==> src/rtl/load_store_unit.sv <==
// RV32I memory-access stage: drives a valid/ready word-addressed memory port with byte lanes
// and stalls the core until each access completes. Optional macro: LSU_MISALIGN_TRAP_EN.
module load_store_unit #(
  parameter int unsigned WIDTH = 32
) (
  input  logic             clk,
  input  logic             rst_n,
  input  logic [WIDTH-1:0] ALUResult,
  input  logic [WIDTH-1:0] WriteData,
  input  logic             MemRead,
  input  logic             MemWrite,
  input  logic [2:0]       Funct3,
  output logic [WIDTH-1:0] ReadData,
  output logic             Stall,
  output logic             MisalignErr,
  output logic             mem_req_valid,
  input  logic             mem_req_ready,
  output logic             mem_we,
  output logic [WIDTH-1:0] mem_addr,
  output logic [3:0]       mem_be,
  output logic [WIDTH-1:0] mem_wdata,
  input  logic             mem_rsp_valid,
  input  logic [WIDTH-1:0] mem_rdata
);

  typedef enum logic [1:0] {StIdle, StReq, StWait, StDone} state_e;

  state_e           r_state, w_state_next;
  logic [WIDTH-1:0] r_addr, r_wdata, r_rdata;
  logic [3:0]       r_be;
  logic             r_we;
  logic [2:0]       r_f3;
  logic [1:0]       r_off;

  logic             w_start, w_is_b, w_is_h, w_trap;
  logic [1:0]       w_off;
  logic [3:0]       w_be;
  logic [WIDTH-1:0] w_wdata, w_load_ext;
  logic [7:0]       w_byte;
  logic [15:0]      w_half;

  assign w_start = MemRead | MemWrite;
  assign w_is_b  = (Funct3 == 3'b000) | (Funct3 == 3'b100);
  assign w_is_h  = (Funct3 == 3'b001) | (Funct3 == 3'b101);
  assign w_off   = ALUResult[1:0];

`ifdef LSU_MISALIGN_TRAP_EN
  logic r_mis;
  assign w_trap = (w_is_h & w_off[0]) | (~w_is_b & ~w_is_h & (w_off != 2'b00));
`else
  assign w_trap = 1'b0;
`endif

  // Half/word lane selection only looks at the bits that survive force-alignment.
  always_comb begin
    w_be    = 4'b1111;
    w_wdata = WriteData;
    if (w_is_b) begin
      w_be    = 4'b0001 << w_off;
      w_wdata = {4{WriteData[7:0]}};
    end else if (w_is_h) begin
      w_be    = 4'b0011 << {w_off[1], 1'b0};
      w_wdata = {2{WriteData[15:0]}};
    end
  end

  always_comb begin
    w_half = r_off[1] ? mem_rdata[31:16] : mem_rdata[15:0];
    unique case (r_off)
      2'd0:    w_byte = mem_rdata[7:0];
      2'd1:    w_byte = mem_rdata[15:8];
      2'd2:    w_byte = mem_rdata[23:16];
      default: w_byte = mem_rdata[31:24];
    endcase
    case (r_f3)
      3'b000:  w_load_ext = {{(WIDTH-8){w_byte[7]}}, w_byte};
      3'b100:  w_load_ext = {{(WIDTH-8){1'b0}}, w_byte};
      3'b001:  w_load_ext = {{(WIDTH-16){w_half[15]}}, w_half};
      3'b101:  w_load_ext = {{(WIDTH-16){1'b0}}, w_half};
      default: w_load_ext = mem_rdata;
    endcase
  end

  always_ff @(posedge clk) begin
    if (!rst_n) r_state <= StIdle;
    else        r_state <= w_state_next;
  end

  always_comb begin
    w_state_next = r_state;
    case (r_state)
      StIdle:  if (w_start) w_state_next = w_trap ? StDone : StReq;
      StReq:   if (mem_req_ready) w_state_next = r_we ? StDone : StWait;
      StWait:  if (mem_rsp_valid) w_state_next = StDone;
      default: w_state_next = StIdle;
    endcase
  end

  always_ff @(posedge clk) begin
    if (!rst_n) begin
      r_addr  <= '0;
      r_wdata <= '0;
      r_rdata <= '0;
      r_be    <= '0;
      r_we    <= 1'b0;
      r_f3    <= '0;
      r_off   <= '0;
`ifdef LSU_MISALIGN_TRAP_EN
      r_mis   <= 1'b0;
`endif
    end else begin
      if (r_state == StIdle && w_start) begin
        r_addr  <= {ALUResult[WIDTH-1:2], 2'b00};
        r_wdata <= w_wdata;
        r_be    <= w_be;
        r_we    <= MemWrite;
        r_f3    <= Funct3;
        r_off   <= w_off;
`ifdef LSU_MISALIGN_TRAP_EN
        r_mis   <= w_trap;
`endif
      end
      if (r_state == StWait && mem_rsp_valid) r_rdata <= w_load_ext;
    end
  end

  always_comb begin
    mem_req_valid = rst_n & (r_state == StReq);
    Stall         = rst_n & (((r_state == StIdle) & w_start) | (r_state == StReq) |
                             (r_state == StWait));
`ifdef LSU_MISALIGN_TRAP_EN
    MisalignErr   = (r_state == StDone) & r_mis;
`else
    MisalignErr   = 1'b0;
`endif
    mem_we        = r_we;
    mem_be        = r_be;
    mem_addr      = r_addr;
    mem_wdata     = r_wdata;
    ReadData      = r_rdata;
  end

endmodule
==> config.mk <==
export PLATFORM = sky130hd
export DESIGN_NAME = load_store_unit
export DESIGN_NICKNAME = d
export VERILOG_FILES = /design/src/rtl/load_store_unit.sv
export SDC_FILE = /design/constraint.sdc
export NUM_CORES = 1
export LEC_CHECK = 0
export CORE_MARGIN = 5
export CORE_UTILIZATION = 46
export CTS_BUF_LIST = sky130_fd_sc_hd__clkbuf_8 sky130_fd_sc_hd__clkbuf_16
export DETAILED_ROUTE_END_ITERATION = 8
export PLACE_DENSITY = 0.86
export RECOVER_POWER = 100
export SLEW_MARGIN = 20
export SYNTH_ARGS = -nofsm -noshare
export SYNTH_HDL_FRONTEND = slang
export SYNTH_SLANG_ARGS = --single-unit
==> constraint.sdc <==
create_clock -name clk -period 5.03 [get_ports clk]
set_clock_uncertainty 0.05 [all_clocks]
set_input_delay 1.006 -clock clk [delete_from_list [all_inputs] [get_ports clk]]
set_output_delay 1.006 -clock clk [all_outputs]
set_load 0.005 [all_outputs]
==> summary.md, run 1 <==
| Metric | Value |
|---|---|
| Die X | around 110 µm |
| Fin. Hold Viols | 0 |
| Non-Filler Cell Area, Final | 0.00711 mm² |
| Clock latency at the later pin of the worst-skew pair | 0.36 ns |
| Crit Path Max Fanout | 45 |
| DRT Pass-1 Iters | 4 |
| Cell Area, Synth | about 0.005 mm² |
| Synth Register Bits | 106 |
| Core region area | 0.0103 mm² |
| Worst setup EP type | output pin |
| Status | complete, but fails checks |
| CTS H-tree depth | 3 |
| Hold Worst Slack | 0.413 ns |
| Pwr Total | 3.03 mW |
| Achievable frequency | 240 MHz |
| Wirelength per Cell | between 15 and 20 µm |
| Net count, final | ~860 |
| Warnings, synthesis | 0 |
| Fin util | 0.689 |
| Yosys cell types | 41 |
| Drt total wl | roughly 16,000 µm |
| RSZ-0062 raised after global routing | false |
| PD cells | 425 mW/mm² |
| # clock sinks | around 110 |
| Grt total ovfl | 0 |
| WL met3 | 1490 µm |
| Worst path required time | 3.97 ns |
| Failing checks | max-capacitance violations, max-slew violations |
| I/O Buffers | 205 |
| P_leak | 3.03 nW |
| Diode count | 0 |
| CP arrival | slightly above 3 ns |
| Inserted Clock Buffers | 9 |
| Post-route clock period utilization | 0.829 |
| Max VDD drop | roughly 0.27 mV |
| Dpl hpwl | 11,600 µm |
| M1 wire length | ~6000 µm |
| Non-Filler Instances | 887 |
| Std-Cell Rows | 37 |
| Min-delay src | mem_addr[2]$_SDFFE_PN0P_ |
| Share of cells above drive strength 1 | 0.0413 |
| Synth Instances | 575 |
| Vias in the first global route | just under 5,000 |
| Vias | 4,834 |
| Worst-Margin Slew | around 1.7 ns |
| Hold Path Depth | 2 |
| Antenna-violating nets left | 0 |
| Crit Path Category | input port to output pin |
| IO Pins | 209 |
| First-pass GRT wire length | around 25,000 µm |
| R2R Setup Slk | 1.97 ns |
| Post-synthesis area per instance | 8.48 µm² |
| Setup ws final | 0.861 ns |
| Post-synthesis sequential area ratio | 0.435 |
| DRC Markers | 0 |
| Highest Signal Layer | met4 |
| Placed cell count | 871 |
| Initial Util | 0.472 |
| Die ar. | ~0.013 mm² |
| Worst min path class | flop to flop |
| Worst R2R Start | r_state[0]$_SDFFE_PN0P_ |
| DR iter-0 viols | 336 |
| Via-to-Cell Ratio | 5.45 |
| GRT Resource Usage Total | 0.237 |
| TritonCTS clock tree | yes |
| Slew headroom | -0.106 |
| Pin count of the biggest net entering global routing | slightly above 80 |
| FF-to-FF End | ReadData[5]$_SDFFE_PN0P_ |
| GPL Wtd Cong | 0.902 |
| DR WL met2 | 7640 µm |
| Post-CTS setup buffer count | 0 |
| Area grow syn2layout | 45.9% |
| Top post-synthesis cells by area | dfxtp_1, nand2_1, a21boi_1 |
| Pre-CTS setup slack | approximately 1.4 ns |
| Yosys top cell area share | 0.435 |
| Dominant cell type by area after synthesis | dfxtp_1 |
| Area post-placement | 0.00693 mm² |
| PostCTS Resize Cnt | 0 |
| Worst reg-to-reg path cell count | 6 |
| Height of the chip | between 100 and 150 µm |
| Initial antenna violation count | 0 |
| Clock tree buffer depth | 2 |
| Setup total negative slack | 0 ns |
| Clock Root Buffer | clkbuf_8 |
| Cts hold-fix bufs | 0 |
| Max_cap viols | 1 |
| Final period demand of the worst path | 4.17 ns |
| Worst hold path endpoint | mem_addr[2]$_SDFFE_PN0P_ |
| CP Launch Type | input port |
| # setup viols final | 0 |
| Max-slew violation count | 46 |
| Clock transition at path regs | 0.11 ns |
[layer usage]
metal | global-route usage | up-vias
met5 | 0 | -
met4 | 0.0745 | 0
met3 | 0.0840 | 28
met2 | 0.408 | 198
met1 | 0.275 | 2255
li1 | - | 2353
[registers in the layout (all words and copies together) (netlist names)]
signal and flops:
mem_be 4, r_state 2, r_off 2, mem_addr 30, mem_wdata 32, mem_we 1
r_f3 3, ReadData 32
[area by class of cell]
| cell class | instances | area [µm²] |
|---|---|---|
| clock buffers | 10 | 138 |
| clock inverters | 6 | 56.3 |
| fillers | 824 | 3210 |
| inverters | 4 | 15.0 |
| multi-input cells | 414 | 2530 |
| flip-flops and latches | 106 | 2120 |
| well taps | 136 | 170 |
| repair buffers | 211 | 2080 |
[report_power, final]
part	internal (mW)	switching (mW)	total, mW
Combinational	0.621	0.667	1.29
Sequential	1.07	0.147	1.22
Clock	0.206	0.316	0.522
Total	1.90	1.13	3.03
[cells by family after synthesis]
| logic type | count (synthesis) | share of synthesized area |
|---|---|---|
| adder cells (fa/ha/maj) | 4 | 0.0103 |
| AND/OR/NAND/NOR | 176 | 0.159 |
| multiplexers | 34 | 0.0716 |
| flip-flops | 106 | 0.435 |
| AO/OA/AOI/OAI | 197 | 0.273 |
| buffers and inverters | 57 | 0.0503 |
| other | 1 | 0.000769 |
[worst max path at each step]
stage                        start     to  depth (start not counted)
after floorplan           MemWrite  Stall                          5
after global placement    MemWrite  Stall                          5
after detailed placement  MemWrite  Stall                          5
after CTS                 MemWrite  Stall                          5
after global routing         rst_n  Stall                          3
final                        rst_n  Stall                          3
[cells in the mapped netlist]
| library cell | count |
|---|---|
| a21oi_2 | 8 |
| nand3b_1 | 14 |
| nor3_1 | 1 |
| or3_1 | 1 |
| o221ai_1 | 1 |
| o31a_1 | 1 |
| mux2_1 | 7 |
| o21ai_0 | 25 |
| or3b_1 | 1 |
| ha_1 | 4 |
| o21a_4 | 1 |
| o2111a_1 | 1 |
| mux2i_1 | 27 |
| o211a_1 | 17 |
| a222oi_1 | 1 |
| a221oi_1 | 5 |
| conb_1 | 1 |
| inv_1 | 4 |
| buf_4 | 3 |
| and2_1 | 2 |
| clkbuf_1 | 37 |
| a211oi_1 | 7 |
| nor3b_1 | 1 |
| nand2b_1 | 5 |
| o21a_1 | 2 |
| o21bai_1 | 1 |
| a21boi_1 | 44 |
| buf_2 | 10 |
| a21oi_1 | 50 |
| o211ai_1 | 13 |
| buf_6 | 1 |
| dfxtp_1 | 106 |
| a22oi_1 | 2 |
| o22ai_1 | 3 |
| nand3_1 | 17 |
| nand2_1 | 116 |
| o21ai_1 | 14 |
| nor2b_1 | 5 |
| nor2_1 | 13 |
| buf_1 | 2 |
| o22a_1 | 1 |
[worst max-delay path: stages]
cell and delay, ns:
clkbuf_1 1.17, o31a_1 0.29, dlygate4sd3_1 0.63
[cells in the final DEF (no fill, tap or decap), types with 17 or more instances in the layout]
cell type,netlist,layout
dlygate4sd3_1,0,103
nand3_1,17,17
a21boi_0,0,42
nand2_1,116,116
dfxtp_1,106,106
a21oi_1,50,50
clkdlybuf4s50_1,0,101
mux2i_1,27,27
o211a_1,17,17
o21ai_0,25,36
No activity file was read; power rests on OpenSTA's default activity.
==> inputs of run 2 (changes only) <==
- CORE_UTILIZATION: 46 -> 39
- PLACE_DENSITY: 0.86 -> 0.78
- clock period: 5.03 -> 3.8 ns (I/O delays scaled with it)
==> run 2 against run 1 <==
Against the previous run: the run still ends with max-capacitance violations, max-slew violations left; sequential power is 32% higher; clock power grew 83%; first-iteration DRC count rose by 4.5%; die area grew 16%; design area increased by 2.2%; total power increased by 41%; critical path depth grew 2; hold slack got worse by 0.0055 ns; sequential share of layout area is 0.64 points lower; non-clock buffer count grew 2; final cell count up 3.8%; critical endpoint unchanged; largest cell class unchanged.
==> summary.md, run 2 (synthesis results as in run 1) <==
| Metric | Value |
|---|---|
| Status | complete, but fails checks |
| Failing checks | max-capacitance violations, max-slew violations |
| Worst min path class | flop to flop |
| Drt total wl | 16,500 µm |
| Net count, final | 857 |
| Slowest stage delay, CP | 0.59 ns |
| Post-CTS setup buffer count | 0 |
| WL met3 | 1970 µm |
| DR WL met2 | 7580 µm |
| R2R Setup Slk | 0.94 ns |
| Pin count of the biggest net entering global routing | 81 |
| Grt total ovfl | 0 |
| Setup total negative slack | 0 ns |
| # setup viols final | 0 |
| CP Launch Type | input port |
| Wirelength per Cell | 17.9 µm |
| Most frequent cells in the layout | nand2_1, dfxtp_1, clkdlybuf4s50_1, dlygate4sd3_1, a21oi_1 |
| Highest Signal Layer | met4 |
| Cts hold-fix bufs | 0 |
| Fin. Hold Viols | 0 |
| Die ar. | 0.0148 mm² |
| Crit Path Max Fanout | 3 |
| Slew headroom | -0.0128 |
| First-pass GRT wire length | about 25,000 µm |
| Worst-Margin Slew | between 1.5 and 2 ns |
| CP bufs+invs | 2 |
| PostCTS Resize Cnt | 0 |
| Pre-CTS setup slack | 0.712 ns |
| Die X | 122 µm |
| Post-route clock period utilization | 0.871 |
| Clock latency at the later pin of the worst-skew pair | 0.35 ns |
| I/O Buffers | 205 |
| Initial Util | 0.403 |
| Dpl hpwl | about 12,000 µm |
| Crit Path Category | input port to output pin |
| CP max stage cell | dlygate4sd3_1 |
| TritonCTS clock tree | yes |
| DRT Pass-1 Iters | 5 |
| Non-Filler Instances | 921 |
| M1 wire length | 6460 µm |
| Crit-path most repeated cell | dlygate4sd3_1 |
| Height of the chip | 122 µm |
| Placed cell count | 905 |
| PD cells | 588 mW/mm² |
| Cell family with most CP delay | buffers and inverters |
| Clock tree buffer depth | 2 |
| Max VDD drop | 0.628 mV |
| Inserted Clock Buffers | 9 |
| Core region area | 0.0121 mm² |
| Std-Cell Rows | 40 |
| Clock Root Buffer | clkbuf_16 |
| Clock transition at path regs | 0.07 ns |
| P_leak | 3.10 nW |
| Max-slew violation count | slightly above 80 |
| Max_cap viols | 1 |
| Share of cells above drive strength 1 | 0.0438 |
| GRT Resource Usage Total | 0.215 |
| DRC Markers | 0 |
| Area grow syn2layout | 49.1% |
| Worst path required time | 2.99 ns |
| CTS H-tree depth | 3 |
| Diode count | 0 |
| Leading cell type in the layout, fill and taps excluded | nand2_1 |
| # clock sinks | 106 |
| RSZ-0062 raised after global routing | false |
| Via-to-Cell Ratio | 5.37 |
| DR iter-0 viols | between 300 and 400 |
| Worst setup EP type | output pin |
| Antenna-violating nets left | 0 |
| Initial antenna violation count | 0 |
| CP arrival | 2.50 ns |
| Achievable frequency | 302 MHz |
| GPL Wtd Cong | slightly above 0.9 |
| Setup ws final | 0.492 ns |
| CP Cell Sequence | dlygate4sd3_1 -> nor2_1 -> nor2b_4 -> o31a_1 -> dlygate4sd3_1 |
| IO Pins | 209 |
| Vias in the first global route | 4,895 |
| Final period demand of the worst path | 3.31 ns |
| Vias | 4,950 |
-- run 2: final timing paths --
path,startpoint,endpoint,cells past startpoint
min,mem_addr[13]$_SDFFE_PN0P_,mem_addr[13]$_SDFFE_PN0P_,2
max,MemWrite,Stall,5
max reg2reg,r_state[0]$_SDFFE_PN0P_,mem_wdata[29]$_SDFFE_PN0P_,6
min reg2reg,mem_addr[13]$_SDFFE_PN0P_,mem_addr[13]$_SDFFE_PN0P_,2
-- run 2: worst reg2reg max path: cells and delay by family (launching register included) --
family / cells / cell delay [ns]
fa+ha+maj: 1 / 0.27
flops: 1 / 0.35
buf+inv: 2 / 1.21
compound gates: 1 / 0.26
simple gates: 2 / 0.66
-- run 2: through the flow --
step | util | area [µm²] | hold WS (ns) | total power [mW]
3_5_place_dp | 0.577 | 6990 | 0.395 | 3.49
3_3_place_gp | 0.577 | 6990 | 0.390 | 3.42
2_1_floorplan | - | 4880 | 0.401 | 2.53
4_1_cts | 0.602 | 7290 | 0.404 | 4.46
6_report | 0.600 | 7270 | 0.408 | 4.27
5_1_grt | 0.600 | 7270 | 0.436 | 4.56
-- run 2: metal layers --
layer	track usage	vias to the layer above
li1	-	2368
met1	0.246	2306
met2	0.354	243
met3	0.0938	33
met4	0.0833	0
met5	0	-
-- run 2: power breakdown --
| part | internal, mW | switching (mW) |
|---|---|---|
| logic | 0.817 | 0.886 |
| clock network | 0.518 | 0.438 |
| registers | 1.42 | 0.195 |
-- run 2: final cells by class --
class | count | area, µm²
repair buffers | 213 | 2090
flip-flops and latches | 106 | 2120
fillers | 1085 | 4840
multi-input cells | 414 | 2520
clock buffers | 9 | 225
well taps | 168 | 210
clock inverters | 7 | 77.6
inverters | 4 | 15.0
